<file path="src/rtl/bsg_rocket_pkg.sv">
// Rocket-side tunnel parameters shared by the NASTI tunnel endpoints.
// Holds the tunnel demux word width.
package bsg_rocket_pkg;

  localparam int bsg_tun_dmx_width_p = 80;

endpackage

</file>
<file path="src/rtl/bsg_nasti_pkg.sv">
// NASTI channel packets and the tunnel request packet format.
// Includes packers that place a channel beat into a tunnel word.
package bsg_nasti_pkg;

  typedef logic [bsg_rocket_pkg::bsg_tun_dmx_width_p-1:0] bsg_tun_dmx_t;

  typedef struct packed {
    logic [4:0]  id;
    logic [31:0] addr;
    logic [7:0]  len;
    logic [2:0]  size;
    logic [1:0]  burst;
  } bsg_nasti_a_pkt;

  typedef struct packed {
    logic [63:0] data;
    logic [7:0]  strb;
    logic        last;
  } bsg_nasti_w_pkt;

  localparam int bsg_nasti_a_w_c = $bits(bsg_nasti_a_pkt);
  localparam int bsg_nasti_w_w_c = $bits(bsg_nasti_w_pkt);
  localparam int bsg_nasti_pay_w_c =
    (bsg_nasti_a_w_c > bsg_nasti_w_w_c) ?
    bsg_nasti_a_w_c : bsg_nasti_w_w_c;

  localparam logic [1:0] bsg_nasti_sq_ar_c = 2'd0;
  localparam logic [1:0] bsg_nasti_sq_aw_c = 2'd1;
  localparam logic [1:0] bsg_nasti_sq_w_c  = 2'd2;

  typedef struct packed {
    logic [1:0]                   typ;
    logic [bsg_nasti_pay_w_c-1:0] payload;
  } bsg_nasti_sq_pkt;

  localparam int bsg_nasti_sq_w_bits_c = $bits(bsg_nasti_sq_pkt);

  // Array size goes non-positive (elaboration error)
  // if the packet no longer fits the tunnel word.
  typedef logic bsg_nasti_fit_chk_t [
    bsg_rocket_pkg::bsg_tun_dmx_width_p
    - bsg_nasti_sq_w_bits_c + 1];

  typedef enum logic {
    BSG_NASTI_IDLE,
    BSG_NASTI_WDATA
  } bsg_nasti_req_state_e;

  function automatic bsg_tun_dmx_t bsg_nasti_pack_a(
    input logic [1:0]     typ,
    input bsg_nasti_a_pkt a
  );
    bsg_nasti_sq_pkt p;
    bsg_tun_dmx_t    r;
    p.typ = typ;
    p.payload = '0;
    p.payload[bsg_nasti_a_w_c-1:0] = a;
    r = '0;
    r[bsg_nasti_sq_w_bits_c-1:0] = p;
    return r;
  endfunction

  function automatic bsg_tun_dmx_t bsg_nasti_pack_w(
    input bsg_nasti_w_pkt w
  );
    bsg_nasti_sq_pkt p;
    bsg_tun_dmx_t    r;
    p.typ = bsg_nasti_sq_w_c;
    p.payload = '0;
    p.payload[bsg_nasti_w_w_c-1:0] = w;
    r = '0;
    r[bsg_nasti_sq_w_bits_c-1:0] = p;
    return r;
  endfunction

endpackage

</file>
<file path="src/rtl/bsg_two_fifo.sv">
// Two-entry FIFO, registered output, no bypass.
// Ports: ready_o/v_i enqueue side, v_o/data_o/yumi_i dequeue side.
module bsg_two_fifo #(
  parameter int width_p = 8
) (
  input  logic               clk_i,
  input  logic               reset_i,
  output logic               ready_o,
  input  logic               v_i,
  input  logic [width_p-1:0] data_i,
  output logic               v_o,
  output logic [width_p-1:0] data_o,
  input  logic               yumi_i
);

  logic [width_p-1:0] r_mem [2];
  logic               r_wptr;
  logic               r_rptr;
  logic [1:0]         r_cnt;
  logic               w_enq;
  logic               w_deq;

  assign ready_o = (r_cnt != 2'd2);
  assign v_o     = (r_cnt != 2'd0);
  assign data_o  = r_mem[r_rptr];
  assign w_enq   = v_i & ready_o;
  assign w_deq   = yumi_i & v_o;

  always_ff @(posedge clk_i) begin
    if (reset_i) begin
      r_wptr <= 1'b0;
      r_rptr <= 1'b0;
      r_cnt  <= 2'd0;
    end else begin
      if (w_enq) r_wptr <= ~r_wptr;
      if (w_deq) r_rptr <= ~r_rptr;
      r_cnt <= r_cnt + {1'b0, w_enq}
                     - {1'b0, w_deq};
    end
  end

  always_ff @(posedge clk_i) begin
    if (w_enq) r_mem[r_wptr] <= data_i;
  end

endmodule

</file>
<file path="src/rtl/bsg_nasti_master_req.sv">
// NASTI master request path: round-robin AR/AW grant, atomic W bursts,
// packed into tunnel words. Ports: AR/AW/W in, req_* out, sticky err_o.
module bsg_nasti_master_req
  import bsg_nasti_pkg::*;
(
  input  logic           clk_i,
  input  logic           reset_i,
  input  logic           nasti_ar_valid_i,
  input  bsg_nasti_a_pkt nasti_ar_data_i,
  output logic           nasti_ar_ready_o,
  input  logic           nasti_aw_valid_i,
  input  bsg_nasti_a_pkt nasti_aw_data_i,
  output logic           nasti_aw_ready_o,
  input  logic           nasti_w_valid_i,
  input  bsg_nasti_w_pkt nasti_w_data_i,
  output logic           nasti_w_ready_o,
  output logic           req_valid_o,
  output bsg_tun_dmx_t   req_data_o,
  input  logic           req_yumi_i,
  output logic           err_o
);

  bsg_nasti_req_state_e r_state, w_state_n;
  logic [7:0]   r_beat_cnt, w_beat_cnt_n;
  logic         r_last_aw, w_last_aw_n;
  logic         r_err, w_err_n;
  logic         w_fifo_ready;
  logic         w_fifo_v;
  logic         w_enq;
  logic         w_open;
  logic         w_grant_aw;
  bsg_tun_dmx_t w_enq_data;

  // AW wins a tie only if AR went last.
  assign w_grant_aw = nasti_aw_valid_i
    & (~nasti_ar_valid_i | ~r_last_aw);
  assign w_open = w_fifo_ready & ~reset_i;

  always_comb begin
    w_state_n        = r_state;
    w_beat_cnt_n     = r_beat_cnt;
    w_last_aw_n      = r_last_aw;
    w_err_n          = r_err;
    w_enq            = 1'b0;
    w_enq_data       = '0;
    nasti_ar_ready_o = 1'b0;
    nasti_aw_ready_o = 1'b0;
    nasti_w_ready_o  = 1'b0;
    unique case (r_state)
      BSG_NASTI_IDLE: begin
        nasti_ar_ready_o = w_open
          & nasti_ar_valid_i & ~w_grant_aw;
        nasti_aw_ready_o = w_open & w_grant_aw;
        if (nasti_ar_ready_o) begin
          w_enq = 1'b1;
          w_enq_data = bsg_nasti_pack_a(
            bsg_nasti_sq_ar_c, nasti_ar_data_i);
          w_last_aw_n = 1'b0;
        end else if (nasti_aw_ready_o) begin
          w_enq = 1'b1;
          w_enq_data = bsg_nasti_pack_a(
            bsg_nasti_sq_aw_c, nasti_aw_data_i);
          w_last_aw_n = 1'b1;
          w_beat_cnt_n = nasti_aw_data_i.len;
          w_state_n = BSG_NASTI_WDATA;
        end
      end
      BSG_NASTI_WDATA: begin
        nasti_w_ready_o = w_open;
        if (w_open & nasti_w_valid_i) begin
          w_enq = 1'b1;
          w_enq_data = bsg_nasti_pack_w(nasti_w_data_i);
          // Burst ends on count; last only feeds err.
          if (r_beat_cnt == 8'd0) begin
            w_state_n = BSG_NASTI_IDLE;
            if (!nasti_w_data_i.last) w_err_n = 1'b1;
          end else begin
            w_beat_cnt_n = r_beat_cnt - 8'd1;
            if (nasti_w_data_i.last) w_err_n = 1'b1;
          end
        end
      end
      default: w_state_n = BSG_NASTI_IDLE;
    endcase
  end

  always_ff @(posedge clk_i) begin
    if (reset_i) begin
      r_state    <= BSG_NASTI_IDLE;
      r_beat_cnt <= 8'd0;
      r_last_aw  <= 1'b1;
      r_err      <= 1'b0;
    end else begin
      r_state    <= w_state_n;
      r_beat_cnt <= w_beat_cnt_n;
      r_last_aw  <= w_last_aw_n;
      r_err      <= w_err_n;
    end
  end

  bsg_two_fifo #(
    .width_p(bsg_rocket_pkg::bsg_tun_dmx_width_p)
  ) u_fifo (
    .clk_i  (clk_i),
    .reset_i(reset_i),
    .ready_o(w_fifo_ready),
    .v_i    (w_enq),
    .data_i (w_enq_data),
    .v_o    (w_fifo_v),
    .data_o (req_data_o),
    .yumi_i (req_yumi_i & req_valid_o)
  );

  assign req_valid_o = w_fifo_v & ~reset_i;
  assign err_o       = r_err;

endmodule

</file>
<file path="config.mk">
export PLATFORM = sky130hd
export DESIGN_NAME = bsg_nasti_master_req
export DESIGN_NICKNAME = d
export VERILOG_FILES = /design/src/rtl/bsg_rocket_pkg.sv /design/src/rtl/bsg_nasti_pkg.sv /design/src/rtl/bsg_two_fifo.sv /design/src/rtl/bsg_nasti_master_req.sv
export SDC_FILE = /design/constraint.sdc
export NUM_CORES = 1
export LEC_CHECK = 0
export ABC_AREA = 1
export CORE_MARGIN = 1.5
export CORE_UTILIZATION = 46
export CTS_CLUSTER_SIZE = 30
export DETAILED_ROUTE_END_ITERATION = 7
export PLACE_DENSITY = 0.81
export SETUP_SLACK_MARGIN = 0.02
export SLEW_MARGIN = 30
export SYNTH_ARGS = -nofsm -noshare
export SYNTH_HDL_FRONTEND = slang
export SYNTH_SLANG_ARGS = --single-unit
</file>
<file path="constraint.sdc">
create_clock -name clk_i -period 3.6 [get_ports clk_i]
set_clock_uncertainty 0.1 [all_clocks]
set_input_delay 0.72 -clock clk_i [delete_from_list [all_inputs] [get_ports clk_i]]
set_output_delay 0.72 -clock clk_i [all_outputs]
set_load 0.05 [all_outputs]
</file>
## Word-level counts from Yosys, hierarchy flattened

Memories as Yosys holds them, arrays and structs flattened. A register that Yosys moved wholly into a read port is not among the register bits.
Cells that the tools add are included.

| storage, ports and cells | value |
|---|---|
| ROM bits | 0 |
| register bits after elaboration | 15 |
| output and inout bits | 85 |
| latch bits | 0 |
| memories kept | 1 |
| input port bits | 179 |
| word-level logic and storage cells | 71 |
| RAM bits | 160 |

Memories:

| memory | depth | bits a word | rd ports | clocked after memory_dff | wr ports | line | text |
|---|---|---|---|---|---|---|---|
| u_fifo.r_mem | 2 | 80 | 1 | 1 | 1 | bsg_two_fifo.sv:16 | `logic [width_p-1:0] r_mem [2];` |

| operators by class | value |
|---|---|
| reduce and logical (&&, ||, !) cells | 7 |
| bitwise logic cells | 18 |
| equal/unequal tests | 6 |
| multiply operators | 0 |
| shift-type cells | 0 |
| $lt $le $gt $ge | 0 |
| multiplexer cells | 29 |
| $add $sub $neg | 3 |
| divide/modulo/power cells | 0 |

Operator list:

| kind | count |
|---|---|
| $pmux W80 S2 | 1 |
| $mux W74 | 2 |
| $mux W75 | 1 |
| $mux W8 | 4 |
| $mux W1 | 18 |
| $pmux W8 S2 | 1 |
| $and A1 B1 Y1 | 10 |
| $ne A2 B2 Y1 const B | 5 |
| $logic_not A8 Y1 | 1 |
| $reduce_and A4 Y1 | 2 |
| $sub A8 B1 Y8 const B | 1 |
| $not A1 Y1 | 7 |
| $reduce_bool A2 Y1 | 3 |
| $pmux W1 S2 | 2 |
| $add A2 B1 Y2 | 1 |
| $ne A2 B1 Y1 const B | 1 |
| $reduce_and A2 Y1 | 1 |
| $sub A2 B1 Y2 | 1 |
| $or A1 B1 Y1 | 1 |

## Depth between registers and ports, before layout

| depth | value |
|---|---|
| depth after elaboration | 10 |
| mapped depth | 10 |
| mapped depth without buffers | 10 |

## By module

From an unflattened synthesis, not the netlist that was laid out.

| unflattened totals | value |
|---|---|
| cell total of the unflattened synthesis | 670 |
| area total of the unflattened synthesis | 8319.2 um2 |

Modules (own cells, without submodules):

| module | instances | area an instance (um2) | sequential area each (um2) | cells each |
|---|---|---|---|---|
| bsg_two_fifo | 1 | 6428.7 | 4904.7 | 288 |
| bsg_nasti_master_req | 1 | 1890.6 | 220.2 | 382 |

## Least setup slack after synthesis

OpenSTA, ideal clock, no wires.

| timing path | value |
|---|---|
| path kind | input -> register |
| from | input port reset_i |
| to | memory u_fifo.r_mem[1][0] in the netlist's numbering (enable) |
| path slack | -0.139 ns |
| arrival | 3.210 ns |
| library setup time | 0.429 ns |
| stages on the path | 7 |
| buffers on the path | 0 |
| required time | 3.071 ns |
| cells stage by stage | inv_2 nand2_2 nor2_2 nand2_2 nand3_2 nand2_1 inv_1 |

| on the way | value |
|---|---|
| word-level cells in the longest chain between the ends | 9 |
| elaborated cells on any way between the ends | 13 |
| classes of those cells | mux: 6; bitwise: 7 |

RTL lines:

| what | line | text |
|---|---|---|
| start, declared | bsg_nasti_master_req.sv:7 | `input logic reset_i,` |
| $not A1 Y1 * | bsg_nasti_master_req.sv:37 | `assign w_open = w_fifo_ready & ~reset_i;` |
| $and A1 B1 Y1 * | bsg_nasti_master_req.sv:37 |  |
| $and A1 B1 Y1 (on tied branches) | bsg_nasti_master_req.sv:53, bsg_nasti_master_req.sv:52 |  |
| $mux W1 or $and A1 B1 Y1 (tied branches) | bsg_nasti_master_req.sv:59, bsg_nasti_master_req.sv:52 |  |
| $mux W1 | bsg_nasti_master_req.sv:54 | `if (nasti_ar_ready_o) begin` |
| $pmux W1 S2 * | bsg_nasti_master_req.sv:49 | `unique case (r_state)` |
| $and A1 B1 Y1 * | bsg_two_fifo.sv:26 | `assign w_enq = v_i & ready_o;` |
| $mux W1 * | bsg_two_fifo.sv:43 | `if (w_enq) r_mem[r_wptr] <= data_i;` |
| $mux W1 (implied by the code) * | bsg_two_fifo.sv:43 |  |
| end, declared | bsg_two_fifo.sv:16 |  |

Mark *: on every way between the ends. The rest lies on a longest branch, timed or not.

==> impl_metrics.toml <==
[yosys]
post_synth_inst_count = 657
synth_top_area_cell = "edfxtp_1"
synth_top_area_share_pct = 59.8
synth.area.top_cells = "edfxtp_1, mux2_2, nand2_1"
synth.distinct_cells = 30
syn_area_sq_um = 7540
yosysWarningCount = 0
synth_seq_cells = 166
yosysSeqAreaShare_pct = 64.0
synth_area_per_cell_sq_um = 11.5

[clocking]
clk_path_buf_depth = 2
cts.htree.levels = 4
hold_buffers = 0
path_clk_slew_ns = 0.07
cts_sinks = 166
postCtsSetupBuffers = 0
cts_made_buffers = 17
clock-root-buffer = "clkbuf_16"
cts_resized = 0
cts_tree = "built"
clock_latency_ns = 0.43

[global_routing]
antenna_found_initial = 0
grt_pass1_vias = 5578
grt_max_degree = 43
grt_pass1_wl_um = 27600
overflow = 0
grt_usage_pct = 21.7

[cells_and_area]
final_common_cell = "clkdlybuf4s50_1"
final_cell_count_no_fill = 1148
final_nets = 1102
area_delta_synth_final_pct = 45.4
drive_gt1_share_pct = 15.0
final_cell_mix = "clkdlybuf4s50_1, nand2_1, edfxtp_1"
antennaDiodeCount = 0
final_cell_area_sq_um = 11000

[place]
port_buffers = 258
hpwl_um = 13400
place_congestion = 0.856
dp.cells = 1116
postPlaceCellArea_sq_um = 10400

[sta]
relSlewSlack_pct = 59.0
setup_tns_ns = 0
setup_viol = 0
tightestPinTransition_ns = 0.614
hold_viol_final = 0
report.final.slew_viol_count = 0
period_needed_ns = 3.24
max_freq_mhz = 309
min_period_over_period_pct = 90.0
rsz0062_at_grt = "no"

[worst_setup_path]
slowest_stage = "clkdlybuf4s50_1"
crit_fanout = 25
reg2reg_slack_ns = 1.26
cp_cell_sequence = "buf_4 > mux2_2 > clkdlybuf4s50_1"
cpPeakStageDelay_ns = 0.73
reg2reg_to = "u_fifo.r_mem[0][36]"
critPathBufInv = 2
arrival_ns = 2.42
start_kind = "flop"
reg2reg_depth = 7
cp_top_family = "buffers and inverters"
r2r_start = "r_state"
path_class = "flop to primary output"
crit_required_ns = 2.78
cp-end-kind = "primary output"

[power_and_ir_drop]
clkPwrFrac_pct = 24.4
vdd_drop_max_v = 0.000379
switching_share_pct = 36.4
powerDensity_nw_per_um2 = 634
p_leak_uw = 0.00416
total_power_uw = 6950
comb_power_share_pct = 38.4
p_int_uw = 4420
switchingPower_uw = 2530
p_seq_share_pct = 37.2

[floorplan]
start_util_pct = 47.3
core_sq_um = 15900
die_h_um = 131
die_area_sq_um = 17200
io_pins = 264
placement_rows = 46
die_w_um = 131

[min_path]
hold_class = "flop to flop"
worstHoldStart = "err_o"
hold_path_depth = 2
whs_endpoint = "err_o"

[routing]
via_per_inst = 4.92
vias = 5652
wl_per_cell_um = 16.4
ant_nets = 0
first_pass_iters = 5
drc = 0
drtIter0Drc = 317
drt_wl_total_um = 18800

[run]
cap_violations = 0

[run_status]
outcome = "finished clean"
[worst reg2reg max path, stage by stage (launching register included)]
cell and delay [ns]:
dfxtp_1 0.71, inv_4 0.18, nor2_2 0.19, nand2_2 0.07, nand3_2 0.11, nand2_1 0.10, clkinvlp_4 0.10, buf_4 0.41
[Yosys cell counts (all sizes together)]
| cell | instances |
|---|---|
| o21ai | 13 |
| nand4 | 2 |
| clkbuf | 5 |
| inv | 48 |
| xor2 | 2 |
| conb | 1 |
| o21bai | 1 |
| dfxtp | 16 |
| a21oi | 6 |
| ha | 4 |
| nand2 | 184 |
| edfxtp | 150 |
| nor3 | 2 |
| nor2 | 56 |
| mux2 | 75 |
| nand3 | 61 |
| o211ai | 4 |
| buf | 27 |
[per-stage QoR]
stage	setup slack (ns)	util, %	hold WS (ns)
after CTS	0.341	68.7	0.377
after floorplan	0.562	-	0.343
after detailed placement	0.496	65.3	0.366
final	0.359	68.7	0.369
after global placement	0.547	65.3	0.365
after global routing	0.277	68.7	0.405
[kinds of logic (layout without fill, tap and decap cells)]
kind of cell | after synthesis | after routing | share of synthesized area (%)
buffers and inverters | 80 | 351 | 5.00
AND/OR/NAND/NOR | 305 | 305 | 16.9
other | 1 | 5 | 0.0497
flip-flops | 166 | 166 | 64.0
multiplexers | 75 | 75 | 11.2
adder cells (fa/ha/maj) | 4 | 4 | 0.664
XOR/XNOR | 2 | 2 | 0.232
AO/OA/AOI/OAI | 24 | 24 | 1.91
[metal layers]
metal / global-route usage [%] / wire length (um)
met1: 25.0 / 7470
met2: 37.6 / 9280
met3: 6.56 / 1670
met4: 9.57 / 426
met5: 0 / 0
[how the worst max path moves through the flow]
stage	end	cells after the start	slack (ns)
2_1_floorplan	u_fifo.r_mem[1][0]	7	0.56
3_3_place_gp	u_fifo.r_mem[0][36]	9	0.55
3_5_place_dp	u_fifo.r_mem[0][37]	9	0.50
4_1_cts	req_data_o[41]	3	0.34
5_1_grt	req_data_o[57]	3	0.28
6_report	req_data_o[41]	3	0.36
[sequential cells by signal, summed over array words and instances, names as in the netlist, named ones only]
name,count
u_fifo.r_cnt,2
r_state,1
r_last_aw,1
r_beat_cnt,8
u_fifo.r_rptr,1
u_fifo.r_wptr,1
err_o,1
u_fifo.r_mem,150
[power by group through the flow]
stage / sequential (uW) / combinational, uW / clock [uW]
2_1_floorplan: 2580 / 1760 / 0
3_3_place_gp: 2610 / 2640 / 0
3_5_place_dp: 2630 / 2670 / 0
4_1_cts: 2590 / 2690 / 1720
5_1_grt: 2620 / 2820 / 1790
6_report: 2590 / 2670 / 1690
[area by class of cell]
class / instances / area (sq um)
Sequential cell: 166 / 4830
Tap cell: 216 / 270
Clock inverter: 15 / 128
Multi-Input combinational cell: 415 / 2360
Timing Repair Buffer: 271 / 2760
Fill cell: 1164 / 4980
Clock buffer: 17 / 425
Inverter: 48 / 190
No activity file was read; power rests on OpenSTA's default activity.
